<file path="src/rtl/multicycle_control_pkg.sv">
// Shared definitions for the teaching-CPU control unit and its datapath:
// opcodes, FSM states, instruction field positions and the control-word layout.
package multicycle_control_pkg;

  typedef enum logic [1:0] {
    OP_ADD = 2'b00,
    OP_LW  = 2'b01,
    OP_SW  = 2'b10,
    OP_JMP = 2'b11
  } opcode_t;

  typedef enum logic [2:0] {
    S_FETCH  = 3'd0,
    S_DECODE = 3'd1,
    S_EXEC   = 3'd2,
    S_MEM    = 3'd3,
    S_WB     = 3'd4
  } state_t;

  // Instruction word layout: [7:6] opcode, [5:4] rs, [3:2] rt, [1:0] rd/imm.
  localparam int OPC_MSB = 7;
  localparam int OPC_LSB = 6;
  localparam int RS_MSB  = 5;
  localparam int RS_LSB  = 4;
  localparam int RT_MSB  = 3;
  localparam int RT_LSB  = 2;
  localparam int IMM_MSB = 1;
  localparam int IMM_LSB = 0;

  typedef struct packed {
    logic ir_write;
    logic pc_write;
    logic pc_src;
    logic alu_src_imm;
    logic reg_write;
    logic reg_dst_rd;
    logic mem_to_reg;
    logic mem_req;
    logic mem_we;
    logic busy;
  } ctrl_t;

  function automatic opcode_t opcode_of(input logic [7:0] instr);
    return opcode_t'(instr[OPC_MSB:OPC_LSB]);
  endfunction

endpackage

</file>
<file path="src/rtl/multicycle_control_if.sv">
// Control bus between the multi-cycle controller (master) and the datapath /
// data-memory side (slave).
interface multicycle_control_if #(
  parameter int CNT_W = 8
);
  logic             run;
  logic [7:0]       instr;
  logic             mem_ready;
  logic             ir_write;
  logic             pc_write;
  logic             pc_src;
  logic             alu_src_imm;
  logic             reg_write;
  logic             reg_dst_rd;
  logic             mem_to_reg;
  logic             mem_req;
  logic             mem_we;
  logic             busy;
  logic [CNT_W-1:0] retired;

  modport master (
    input  run, instr, mem_ready,
    output ir_write, pc_write, pc_src, alu_src_imm, reg_write, reg_dst_rd,
           mem_to_reg, mem_req, mem_we, busy, retired
  );

  modport slave (
    output run, instr, mem_ready,
    input  ir_write, pc_write, pc_src, alu_src_imm, reg_write, reg_dst_rd,
           mem_to_reg, mem_req, mem_we, busy, retired
  );
endinterface

</file>
<file path="src/rtl/multicycle_control_retire_counter.sv">
// Retired-instruction counter: synchronous enable, asynchronous clear,
// wraps naturally at 2^CNT_W.
module retire_counter #(
  parameter int CNT_W = 8
) (
  input  logic             clk,
  input  logic             reset,
  input  logic             en,
  output logic [CNT_W-1:0] count
);

  // NOTE: sequential state is updated with non-blocking assignments only, so
  // every flop samples pre-edge values regardless of block evaluation order.
  always_ff @(posedge clk or posedge reset) begin
    if (reset) begin
      count <= '0;
    end else if (en) begin
      count <= count + CNT_W'(1);
    end
  end

endmodule

</file>
<file path="src/rtl/multicycle_control.sv">
// Multi-cycle control unit: FETCH/DECODE/EXEC/MEM/WB sequencing for the
// 4-opcode 8-bit CPU, datapath control decode, memory handshake, retire count.
module multicycle_control
  import multicycle_control_pkg::*;
#(
  parameter int CNT_W = 8
) (
  input  logic                 clk,
  input  logic                 reset,
  multicycle_control_if.master bus
);

  state_t           state;
  opcode_t          ir_op;
  ctrl_t            ctrl;
  logic             fetch_go;
  logic             retire;
  logic [CNT_W-1:0] retired_count;

  // The only path from run into the outputs; instr never reaches them.
  assign fetch_go = bus.run & ~reset;

  always_ff @(posedge clk or posedge reset) begin
    if (reset) begin
      state <= S_FETCH;
      ir_op <= OP_ADD;
    end else begin
      case (state)
        S_FETCH: begin
          if (bus.run) begin
            ir_op <= opcode_of(bus.instr);
            state <= S_DECODE;
          end
        end
        S_DECODE: state <= S_EXEC;
        S_EXEC: begin
          case (ir_op)
            OP_ADD:       state <= S_WB;
            OP_LW, OP_SW: state <= S_MEM;
            default:      state <= S_FETCH;
          endcase
        end
        S_MEM: begin
          if (bus.mem_ready) begin
            state <= (ir_op == OP_LW) ? S_WB : S_FETCH;
          end
        end
        S_WB:    state <= S_FETCH;
        default: state <= S_FETCH;
      endcase
    end
  end

  // Output decode from the registered state and IR opcode; state resets
  // asynchronously, so mem_req falls as soon as reset rises.
  always_comb begin
    // NOTE: defaulting the whole control word first keeps every path fully
    // assigned, so no latch can be inferred from a missed case arm.
    ctrl      = '0;
    ctrl.busy = 1'b1;
    case (state)
      S_FETCH: begin
        ctrl.ir_write = fetch_go;
        ctrl.pc_write = fetch_go;
        ctrl.busy     = fetch_go;
      end
      S_EXEC: begin
        case (ir_op)
          OP_LW, OP_SW: ctrl.alu_src_imm = 1'b1;
          OP_JMP: begin
            ctrl.pc_write = 1'b1;
            ctrl.pc_src   = 1'b1;
          end
          default: ;
        endcase
      end
      S_MEM: begin
        ctrl.mem_req = 1'b1;
        ctrl.mem_we  = (ir_op == OP_SW);
      end
      S_WB: begin
        ctrl.reg_write  = 1'b1;
        ctrl.reg_dst_rd = (ir_op == OP_ADD);
        ctrl.mem_to_reg = (ir_op == OP_LW);
      end
      default: ;
    endcase
  end

  assign retire = (state == S_WB)
                | ((state == S_EXEC) && (ir_op == OP_JMP))
                | ((state == S_MEM) && bus.mem_ready && (ir_op == OP_SW));

  retire_counter #(.CNT_W(CNT_W)) u_retire_counter (
    .clk   (clk),
    .reset (reset),
    .en    (retire),
    .count (retired_count)
  );

  assign bus.ir_write    = ctrl.ir_write;
  assign bus.pc_write    = ctrl.pc_write;
  assign bus.pc_src      = ctrl.pc_src;
  assign bus.alu_src_imm = ctrl.alu_src_imm;
  assign bus.reg_write   = ctrl.reg_write;
  assign bus.reg_dst_rd  = ctrl.reg_dst_rd;
  assign bus.mem_to_reg  = ctrl.mem_to_reg;
  assign bus.mem_req     = ctrl.mem_req;
  assign bus.mem_we      = ctrl.mem_we;
  assign bus.busy        = ctrl.busy;
  assign bus.retired     = retired_count;

endmodule

</file>
<file path="src/flat_wrapper.sv">
// flat-port wrapper written by rule: the top's interface ports become plain ports
module multicycle_control_flat import multicycle_control_pkg::*;
#(
  parameter int CNT_W = 8
)
  (clk, reset, bus_run, bus_instr, bus_mem_ready, bus_ir_write, bus_pc_write, bus_pc_src, bus_alu_src_imm, bus_reg_write, bus_reg_dst_rd, bus_mem_to_reg, bus_mem_req, bus_mem_we, bus_busy, bus_retired);
  multicycle_control_if #(.CNT_W(CNT_W)) bus_i ();
  input  logic clk;
  input  logic reset;
  input wire logic [$bits(bus_i.run)-1:0] bus_run;
  input wire logic [$bits(bus_i.instr)-1:0] bus_instr;
  input wire logic [$bits(bus_i.mem_ready)-1:0] bus_mem_ready;
  output wire logic [$bits(bus_i.ir_write)-1:0] bus_ir_write;
  output wire logic [$bits(bus_i.pc_write)-1:0] bus_pc_write;
  output wire logic [$bits(bus_i.pc_src)-1:0] bus_pc_src;
  output wire logic [$bits(bus_i.alu_src_imm)-1:0] bus_alu_src_imm;
  output wire logic [$bits(bus_i.reg_write)-1:0] bus_reg_write;
  output wire logic [$bits(bus_i.reg_dst_rd)-1:0] bus_reg_dst_rd;
  output wire logic [$bits(bus_i.mem_to_reg)-1:0] bus_mem_to_reg;
  output wire logic [$bits(bus_i.mem_req)-1:0] bus_mem_req;
  output wire logic [$bits(bus_i.mem_we)-1:0] bus_mem_we;
  output wire logic [$bits(bus_i.busy)-1:0] bus_busy;
  output wire logic [$bits(bus_i.retired)-1:0] bus_retired;
  assign bus_i.run = bus_run;
  assign bus_i.instr = bus_instr;
  assign bus_i.mem_ready = bus_mem_ready;
  assign bus_ir_write = bus_i.ir_write;
  assign bus_pc_write = bus_i.pc_write;
  assign bus_pc_src = bus_i.pc_src;
  assign bus_alu_src_imm = bus_i.alu_src_imm;
  assign bus_reg_write = bus_i.reg_write;
  assign bus_reg_dst_rd = bus_i.reg_dst_rd;
  assign bus_mem_to_reg = bus_i.mem_to_reg;
  assign bus_mem_req = bus_i.mem_req;
  assign bus_mem_we = bus_i.mem_we;
  assign bus_busy = bus_i.busy;
  assign bus_retired = bus_i.retired;
  multicycle_control #(.CNT_W(CNT_W)) u_core (.clk(clk), .reset(reset), .bus(bus_i));
endmodule
</file>
<file path="config.mk">
export PLATFORM = sky130hd
export DESIGN_NAME = multicycle_control_flat
export DESIGN_NICKNAME = d
export VERILOG_FILES = /design/src/rtl/multicycle_control_pkg.sv /design/src/rtl/multicycle_control_if.sv /design/src/rtl/multicycle_control_retire_counter.sv /design/src/rtl/multicycle_control.sv /design/src/flat_wrapper.sv
export SDC_FILE = /design/constraint.sdc
export NUM_CORES = 1
export LEC_CHECK = 0
export ABC_AREA = 1
export BUFFER_PORTS_ARGS = -buffer_cell sky130_fd_sc_hd__clkbuf_2
export CORE_MARGIN = 3
export CORE_UTILIZATION = 43
export DETAILED_ROUTE_END_ITERATION = 7
export HOLD_SLACK_MARGIN = 0.05
export PLACE_DENSITY = 0.73
export SKIP_LAST_GASP = 1
export SYNTH_ARGS = -nofsm -noshare
export SYNTH_HDL_FRONTEND = slang
export SYNTH_SLANG_ARGS = --single-unit
</file>
<file path="constraint.sdc">
create_clock -name clk -period 1.4 [get_ports clk]
set_input_delay 0.42 -clock clk [delete_from_list [all_inputs] [get_ports clk]]
set_output_delay 0.42 -clock clk [all_outputs]
set_load 0.02 [all_outputs]
</file>
== After elaboration in Yosys (flattened, before gate mapping) ==
Cells that the tools add are included.
Word-level totals
  logic and storage cells: 38
  register bits: 13
Cells by class
  bitwise gates (word level): 4
  add/subtract/negate cells: 1
  muxes and demuxes: 13
  reduce and logical (&&, ||, !) cells: 8
  equality and inequality tests: 9
Operators with widths (count)
  2-to-1 mux 3 bit: 4
  case mux 3 bit (4 select lines): 1
  adder 8 x 1 -> 8 bit (second input constant): 1
  == test 3 x 2 -> 1 bit (second input constant): 2
  2-to-1 mux 2 bit: 3
  case mux 3 bit (2 select lines): 1
  == test 2 bit (second input constant): 2
  inequality test 2 bit (second input constant): 2
  AND reduction 2 bit: 2
  == test 3 x 1 -> 1 bit (second input constant): 1
  == test 3 bit (second input constant): 1
  logical AND 1 bit: 3
  zero test 3 bit: 1
  2-to-1 mux 1 bit: 3
  == test 2 x 1 -> 1 bit (second input constant): 1
  zero test 2 bit: 1
  OR 1 bit: 2
  case mux 1 bit (2 select lines): 1
  OR reduction 2 bit: 1
  AND 1 bit: 1
  inverter 1 bit: 1

== Depth between registers and ports, before layout ==
Gate-level depths: netlist of run 1.
  depth in word-level cells: 4
  gate-level depth with buffers: 7
  mapped depth without buffers: 7

== By module ==
From an unflattened synthesis of run 1, not the netlist that was laid out.
Second synthesis, totals
  cells, all modules: 107
  area total of the unflattened synthesis: 815.8 sq um
Modules (own cells, without submodules)
  multicycle_control: cells an instance 61, instances 1, area each 409.1 sq um
  retire_counter: cells an instance 46, instances 1, area each 406.6 sq um

== Worst setup path after synthesis of run 1 ==
OpenSTA, ideal clock, no wires.
  path type: input to output
  start point: input port reset
  end point: output port bus_pc_write
  stages: 3
  arrival time: 1378 ps
  slack: -398 ps
  path buffers: 0
  cells stage by stage: inv_1 > nand2_1 > o21ai_0
On the way
  word-level cells in the longest chain between the ends: 3
Ends and longest elaborated chain
  start: declaration: RTL line flat_wrapper.sv:9  | input logic reset;
  inverter 1 bit: RTL line multicycle_control.sv:21  | assign fetch_go = bus.run & ~reset;
  AND 1 bit: RTL line multicycle_control.sv:21
  case mux 1 bit (2 select lines): RTL line multicycle_control.sv:61  | case (state)
  end: declaration: RTL line flat_wrapper.sv:14  | output wire logic [$bits(bus_i.pc_write)-1:0] bus_pc_write;
Every way passes these cells.

== Worst setup path after layout of run 1 ==
  start point: register u_core.ir_op[1]
  end point: output port bus_pc_write
On the way
  word-level cells in the longest chain between the ends: 3
Ends and longest elaborated chain
  start: declaration: RTL line multicycle_control.sv:14  | opcode_t ir_op;
  start signal: assignment: RTL line multicycle_control.sv:31  | ir_op <= opcode_of(bus.instr);
  == test 2 bit: RTL line multicycle_control.sv:68  | case (ir_op)
  2-to-1 mux 2 bit: RTL line multicycle_control.sv:68
  case mux 1 bit (2 select lines): RTL line multicycle_control.sv:61
Every way passes these cells.

==> results of run 1 <==
-- power by group through the flow --
| stage | clock (uW) | sequential, uW | combinational, uW |
|---|---|---|---|
| 3_3_place_gp | 0 | 606 | 1170 |
| 5_1_grt | 264 | 650 | 1960 |
| 3_5_place_dp | 0 | 612 | 1210 |
| 4_1_cts | 243 | 621 | 1670 |
| 6_report | 238 | 636 | 1840 |
| 2_1_floorplan | 0 | 671 | 686 |
-- logic make-up (layout without fill, tap and decap cells) --
logic type | count (synthesis) | count (layout) | synth area share (%)
and+or+nand+nor | 67 | 67 | 37.2
xor gates and xnor gates | 3 | 3 | 3.12
buffers and inverters | 18 | 65 | 8.31
AOI/OAI and AO/OA | 9 | 9 | 5.34
adders and majority gates | 5 | 5 | 7.42
DFF | 13 | 13 | 38.6
-- worst max-delay path, delay by kind of cell (launching register included) --
kind                       cells  cell delay (ns)
and+or+nand+nor                1             0.18
AOI/OAI and AO/OA              1             0.11
buffers and inverters          1             0.16
adders and majority gates      1             0.19
DFF                            1             0.43
-- through the flow --
stage          total power (uW)  setup WS [ns]  instances
2_1_floorplan              1360        -0.0285        115
3_3_place_gp               1780        -0.0953        174
3_5_place_dp               1830         -0.143        174
4_1_cts                    2540         -0.328        187
5_1_grt                    2870         -0.375        187
6_report                   2710         -0.362        187
-- registers in the layout, indices dropped and copies added (netlist names) --
signal / cells
u_core.ir_op: 2
u_core.u_retire_counter.count: 8
u_core.state: 3
-- worst paths after layout --
kind / from / endpoint / slack (ns) / depth (start not counted)
setup / recovery: u_core.ir_op[1] / bus_pc_write / -0.36 / 4
hold / removal: reset / u_core.state[1] / 0.18 / 3
setup reg to reg: u_core.ir_op[1] / u_core.u_retire_counter.count[6] / 0 / 6
hold reg to reg: u_core.u_retire_counter.count[6] / u_core.u_retire_counter.count[6] / 0.62 / 2
max in group asynchronous: reset / u_core.u_retire_counter.count[2] / 1.05 / 3
min in group clk: bus_instr[7] / u_core.ir_op[1] / 0.38 / 3
-- cell type report --
cell class                 count  area (sq um)
clock buffer                   4          26.3
inverter                      16          66.3
sequential                    13           327
timing repair buffer          45           379
multi-input combinational     84           569
tap                           25          31.3
fill                         112           384
-- what timing repair did --
item / in CTS / in global routing
cloned: 0 / 0
buffers inserted: 9 / 3
hold endpoints to repair: 0 / 0
setup endpoints to repair: 16 / 23
resized for setup: 39 / 15
hold buffers: 0 / 0
pin swaps: 8 / 5
-- metal layers --
metal / vias up / wire length, um / part of all wire, % / track usage [%]
met4: 0 / 2 / 0.077 / 4.15
met5: - / 0 / 0 / 0
met3: 2 / 174 / 6.7 / 5.04
met1: 453 / 1060 / 41 / 25.3
met2: 41 / 1370 / 53 / 38.3
li1: 463 / - / - / -
-- cell usage after synthesis (all sizes together) --
master	number
a21oi	4
buf	2
dfrtp	13
ha	5
inv	16
nand2	34
nand3	7
nand4	9
nor2	16
nor3b	1
o21ai	5
xnor2	2
xor2	1
==> metrics, run 1 <==
violations in the final reports=setup timing; mapped cell area=843 sq um; Min-Delay Path Class=input port to async pin; final worst slack=-0.362 ns; Detailed Route WL=between 2 and 3 mm; layout cells sized above 1=50.0%; WP data arrival=1.34 ns; RSZ-0062 raised after global routing=true; Initial Util=a little under half; fin. max-slew vios=0; commonest non-fill, non-tap cell in the layout=nand2_1; Yosys cell types=17; CP max stage cell=dfrtp_1; Design Area, Final=0.00140 sq mm; pwr dens=1940 mW/mm^2; Setup Skew=between 0.0015 and 0.002 ns; Site Rows=15; Leakage=0.000708 uW; Clock Path Buffers=2; Sum Neg Setup Slack=-2.95 ns; Post-Syn Area per Cell=7.33 sq um; Final Hold Viols=0; Crit Path Category=flop to output pin; Cells after Synth=115; cells along the critical path=ha_1, nand4_1, o21ai_2, clkbuf_8; Core Area=between 0.0015 and 0.002 sq mm; Pre-antenna DRT Iters=4; FMAX=568 MHz; CP endpoint kind=output pin; max-cap violation count=0; CP max stage delay=0.43 ns; CTS tree=yes; Sw Pwr=1250 uW; fin crit share=126%; cts bufs inserted=3; outcome=finished, violations left; Synth top area share=between 30% and 40%; Post-route DRC=0; sw frac=46.0%; post-synthesis sequential area ratio=about 39%; clk root buf=clkbuf_4; Syn Nets=~130; Critical Path Start Type=flop; Clk pin slew, worst setup/hold paths=0.08 ns; top cell type by total area after synthesis=dfrtp_1; FF+latch count, synth=13; routability cong.=0.823; power share of the clock group=8.8%; top post-synthesis cells by area=dfrtp_1, nand2_1, ha_1; Skew-Pair Late Insertion Delay=0.28 ns; Area after DPL=0.00112 sq mm; data required time at the worst endpoint=0.98 ns; final core utilization=between 70% and 80%; first-pass GRT wire length=4.09 mm; Gate power share=67.7%; synth warn=0; commonest non-fill, non-tap cells in the layout=nand2_1, buf_4, clkbuf_2; Int Power=around 1500 uW; actual slew at the worst max-slew pin=0.261 ns; Die X=50.3 um; largest net degree at the start of global routing=14; area delta synth->final=65.9%; die footprint=0.00253 sq mm; critical path peak fanout=3; WL/cell=around 14 um; DR vias=959; Post-DRT Antenna Nets=0; number of global-route vias before repair=approximately 880; CTS sink count=13; Max-Slew Margin vs Limit=82.4%; hold_ws=0.175 ns; aggregate global routing overflow=0; final setup vio count=11; die height=just over 50 um; initial antenna violation count=0; gr usage total=21.2%; fin crit period=roughly 1.8 ns; io pins=30; # diodes=0; Vias/cell=about 5; Post-DP HPWL=1.68 mm; initial DRC count=30; count of buffers from port buffering=23; CTS H-tree lvls=1; Reg power frac=23.5%; VDD IR-drop max=1530 uV; Final Net Count=180
Note: power is estimated with default switching activity, not from simulation.
==> run 2, diff against run 1 <==
SLEW_MARGIN = 20   (was unset)
TNS_END_PERCENT = 10   (was unset)
==> metrics, run 2 (synthesis results as in run 1) <==
commonest non-fill, non-tap cells in the layout=nand2_1, clkbuf_2, buf_4; reg2reg path depth=6; # diodes=0; CTS H-tree lvls=1; Pre-antenna DRT Iters=4; Final Hold Viols=0; fin crit share=126%; CP max stage cell=dfrtp_1; Reg power frac=28.2%; clk root buf=clkbuf_4; CTS sink count=13; VDD IR-drop max=1160 uV; Site Rows=15; routability cong.=approximately 0.84; layout cells sized above 1=40.0%; internal reg-to-reg setup slack=-0.04 ns; cells along the critical path=ha_1, nand4_1, inv_1, clkbuf_2; CP max stage delay=0.41 ns; Setup Skew=about 0.0039 ns; CP endpoint kind=output pin; WP data arrival=1.34 ns; Post-route DRC=0; Initial Util=47.3%; Sum Neg Setup Slack=-3.39 ns; critical path peak fanout=3; cts bufs inserted=3; die footprint=0.00253 sq mm; Crit path max-delay family=flip-flops; data required time at the worst endpoint=about 0.98 ns; Critical Path Start Type=flop; Min-Delay Path Class=input port to async pin; area delta synth->final=42.1%; dpl ws=-0.111 ns; Die X=50.3 um; RSZ-0062 raised after global routing=true; Largest Register=u_core.u_retire_counter.count; gr usage total=roughly a fifth; io pins=30; pwr dens=1880 mW/mm^2; WL/cell=12.2 um; CP Buf/Inv Count=2; number of global-route vias before repair=891; fin crit period=about 1.8 ns; fin. max-slew vios=0; aggregate global routing overflow=0; final setup vio count=19; r2r endpoint=u_core.u_retire_counter.count[7]; Largest register FFs=8; die height=50.3 um; first-pass GRT wire length=3.79 mm; Skew-Pair Late Insertion Delay=a little under 0.3 ns; Final Net Count=173; final worst slack=-0.357 ns; violations in the final reports=setup timing; Detailed Route WL=2.19 mm; largest registers=u_core.u_retire_counter.count x8, u_core.state x3, u_core.ir_op x2; Core Area=0.00178 sq mm; Clock Path Buffers=2; commonest non-fill, non-tap cell in the layout=nand2_1; actual slew at the worst max-slew pin=roughly 0.24 ns; Worst R2R Start=u_core.ir_op[0]; initial antenna violation count=0; Clk pin slew, worst setup/hold paths=0.08 ns; Post-DP HPWL=between 1.5 and 2 mm; DR vias=886; FMAX=569 MHz; Post-DRT Antenna Nets=0; Vias/cell=4.92; power share of the clock group=between 10 and 15%; Max-Slew Margin vs Limit=between 80 and 90%; Sw Pwr=1060 uW; largest net degree at the start of global routing=14; final core utilization=67.2%; max-cap violation count=0; Leakage=0.000641 uW; count of buffers from port buffering=23; outcome=finished, violations left; Int Power=1190 uW; CTS tree=yes; sw frac=between 40% and 50%; initial DRC count=15; Crit Path Category=flop to output pin; Gate power share=60.9%
-- run 2: cell types whose count changed in the layout (fill, tap and decap cells not counted), moves of 3 or more --
cell	before	now
clkbuf_2	13	19
clkbuf_8	7	2
buf_4	18	15
nand2_1	27	31
inv_1	7	10
buf_6	4	0
-- run 2: through the flow --
step | hold WS, ns | total power, uW | instances | area, sq um
after global placement | 0.462 | 1730 | 172 | 1080
final | 0.147 | 2250 | 180 | 1200
after detailed placement | 0.461 | 1770 | 172 | 1080
after floorplan | 0.232 | 1330 | 115 | 866
after global routing | 0.168 | 2450 | 180 | 1200
after CTS | 0.153 | 2210 | 180 | 1190
-- run 2: repair_timing --
action	CTS	global route
endpoints found under the setup margin	19	22
setup buffers	4	0
hold buffers	0	0
resized for setup	15	3
pin swaps	3	2
-- run 2: tightest hold or removal path: stages --
cell and delay [ns]:
clkbuf_2 0.10, clkinvlp_4 0.07, buf_4 0.21
-- run 2: worst max path at each step --
stage,startpoint,endpoint,depth (start not counted)
2_1_floorplan,u_core.ir_op[0],bus_mem_we,3
3_3_place_gp,u_core.ir_op[0],bus_mem_we,4
3_5_place_dp,u_core.ir_op[0],bus_mem_we,4
4_1_cts,u_core.ir_op[1],bus_pc_write,4
5_1_grt,u_core.ir_op[0],bus_pc_write,4
6_report,u_core.ir_op[1],bus_pc_src,4
-- run 2: final cells by class --
type	count	area, sq um
sequential	13	325
multi-input combinational	84	504
fill	156	584
inverter	16	63.8
timing repair buffer	38	248
tap	25	31.3
clock buffer	4	26.3
-- run 2: power groups by stage --
stage,Combinational [uW],Clock (uW),Sequential (uW)
final,1370,244,634
after global routing,1530,271,651
after CTS,1330,246,629
after detailed placement,1150,0,624
after global placement,1120,0,611
after floorplan,662,0,669
-- run 2: routing by layer --
| layer | part of all wire [%] | global-route usage [%] |
|---|---|---|
| met1 | 43 | 23.0 |
| met2 | 50 | 34.6 |
| met3 | 5.4 | 3.56 |
| met4 | 1.4 | 9.22 |
| met5 | 0 | 0 |
==> run 3, diff against run 2 <==
CELL_PAD_IN_SITES_DETAIL_PLACEMENT = 0   (was unset)
CELL_PAD_IN_SITES_GLOBAL_PLACEMENT = 1   (was unset)
CORE_UTILIZATION = 30   (was 43)
PLACE_DENSITY = unset   (was 0.73)
PLACE_DENSITY_LB_ADDON = 0.1   (was unset)
==> metrics, run 3 (synthesis results as in run 1) <==
commonest non-fill, non-tap cells in the layout=nand2_1, clkbuf_2, buf_4; Design Area, Final=about 0.0012 sq mm; Layout fillers=between 200 and 300; CTS sink count=13; commonest non-fill, non-tap cell in the layout=nand2_1; Initial Util=about a third; count of buffers from port buffering=23; DR vias=866; hold_buf cts=0; data required time at the worst endpoint=just under 1 ns; initial antenna violation count=0; fin crit share=122%; routability cong.=0.702; final setup vio count=10; RSZ-0062 raised after global routing=true; pwr dens=1850 mW/mm^2; Post-DP HPWL=1.65 mm; aggregate global routing overflow=0; cts bufs inserted=3; Largest Register=u_core.u_retire_counter.count; Post-route DRC=0; Leakage=0.000651 uW; Critical Path Start Type=flop; largest net degree at the start of global routing=14; critical path peak fanout=3; Final Net Count=175; Min-Delay Path Class=input port to async pin; Clk pin slew, worst setup/hold paths=0.09 ns; max-cap violation count=0; Detailed Route WL=2.20 mm; Crit Path Category=flop to output pin; CP endpoint kind=output pin; initial DRC count=30; Final Hold Viols=0; Pre-antenna DRT Iters=3; CTS tree=yes; Setup Skew=0.00396 ns; number of global-route vias before repair=849; Skew-Pair Late Insertion Delay=around 0.28 ns; Vias/cell=around 4.6; fin. max-slew vios=0; Clock Path Buffers=2; io pins=30; Sum Neg Setup Slack=-2.68 ns; VDD IR-drop max=1120 uV; Largest register FFs=8; Core Area=0.00257 sq mm; final core utilization=a little under half; Post-DRT Antenna Nets=0; hold_ws=0.156 ns; outcome=finished, violations left; WL/cell=11.7 um; actual slew at the worst max-slew pin=roughly 0.24 ns; gr usage total=14.1%; layout cells sized above 1=between 40% and 50%; # diodes=0; Area after DPL=0.00111 sq mm; WP data arrival=1.29 ns; largest registers=u_core.u_retire_counter.count x8, u_core.state x3, u_core.ir_op x2; fin crit period=1.71 ns; Site Rows=18; die footprint=0.00348 sq mm; first-pass GRT wire length=about 3.7 mm; Die X=59.0 um; final worst slack=-0.311 ns; FMAX=584 MHz; clk root buf=clkbuf_4; CTS H-tree lvls=1; Max-Slew Margin vs Limit=84.0%; die height=59.0 um; area delta synth->final=46.0%; violations in the final reports=setup timing
==> run 3: cell type report <==
class | count | area, sq um | share of cell area, %
clock buffers | 4 | 26.3 | 2.13
repair buffers | 40 | 267 | 21.6
well taps | 30 | 37.5 | 3.05
multi-input cells | 84 | 512 | 41.6
inverters | 16 | 63.8 | 5.18
flip-flops and latches | 13 | 325 | 26.4
==> run 3: stage by stage <==
| step | setup slack [ns] | cells | power [uW] |
|---|---|---|---|
| after global placement | -0.0916 | 179 | 1780 |
| after detailed placement | -0.129 | 179 | 1800 |
| after floorplan | -0.0341 | 115 | 1330 |
| after CTS | -0.329 | 187 | 2240 |
| final | -0.311 | 187 | 2280 |
| after global routing | -0.396 | 187 | 2490 |
==> run 3: what timing repair did <==
item                                    4_1_cts  5_1_grt
resized for setup                            13       10
pin swaps                                     4        2
cloned                                        0        0
setup buffers                                 4        0
endpoints found under the setup margin       11       19
==> run 3: final timing paths <==
| kind | start | endpoint | slack, ns | cells past startpoint |
|---|---|---|---|---|
| worst max-delay path | u_core.ir_op[1] | bus_mem_we | -0.31 | 4 |
| worst max register to register | u_core.ir_op[0] | u_core.u_retire_counter.count[5] | 0.04 | 6 |
| worst min register to register | u_core.u_retire_counter.count[7] | u_core.u_retire_counter.count[7] | 0.61 | 2 |
| max in group asynchronous | reset | u_core.u_retire_counter.count[0] | 1.07 | 3 |
| worst min-delay path | reset | u_core.state[0] | 0.16 | 3 |
| min in group clk | bus_instr[7] | u_core.ir_op[1] | 0.38 | 3 |
==> run 3: critical path, stage by stage, from the launching register on <==
cell,delay [ns]
dfrtp_1,0.41
buf_4,0.15
ha_4,0.15
nor3b_2,0.15
buf_4,0.15
==> run 3: routing by layer <==
layer / track usage [%] / wire, um / vias up
li1: - / - / 453
met1: 17.5 / 973 / 394
met2: 24.3 / 1120 / 17
met3: 1.96 / 87 / 2
met4: 5.83 / 15 / 0
met5: 0 / 0 / -
==> run 3: power by group <==
part	internal [uW]	switching [uW]	total (uW)	leakage, uW
sequential	490	135	625	0.000168
combinational	624	786	1410	0.000468
clock	110	133	243	0.0000150
total	1220	1050	2280	0.000651
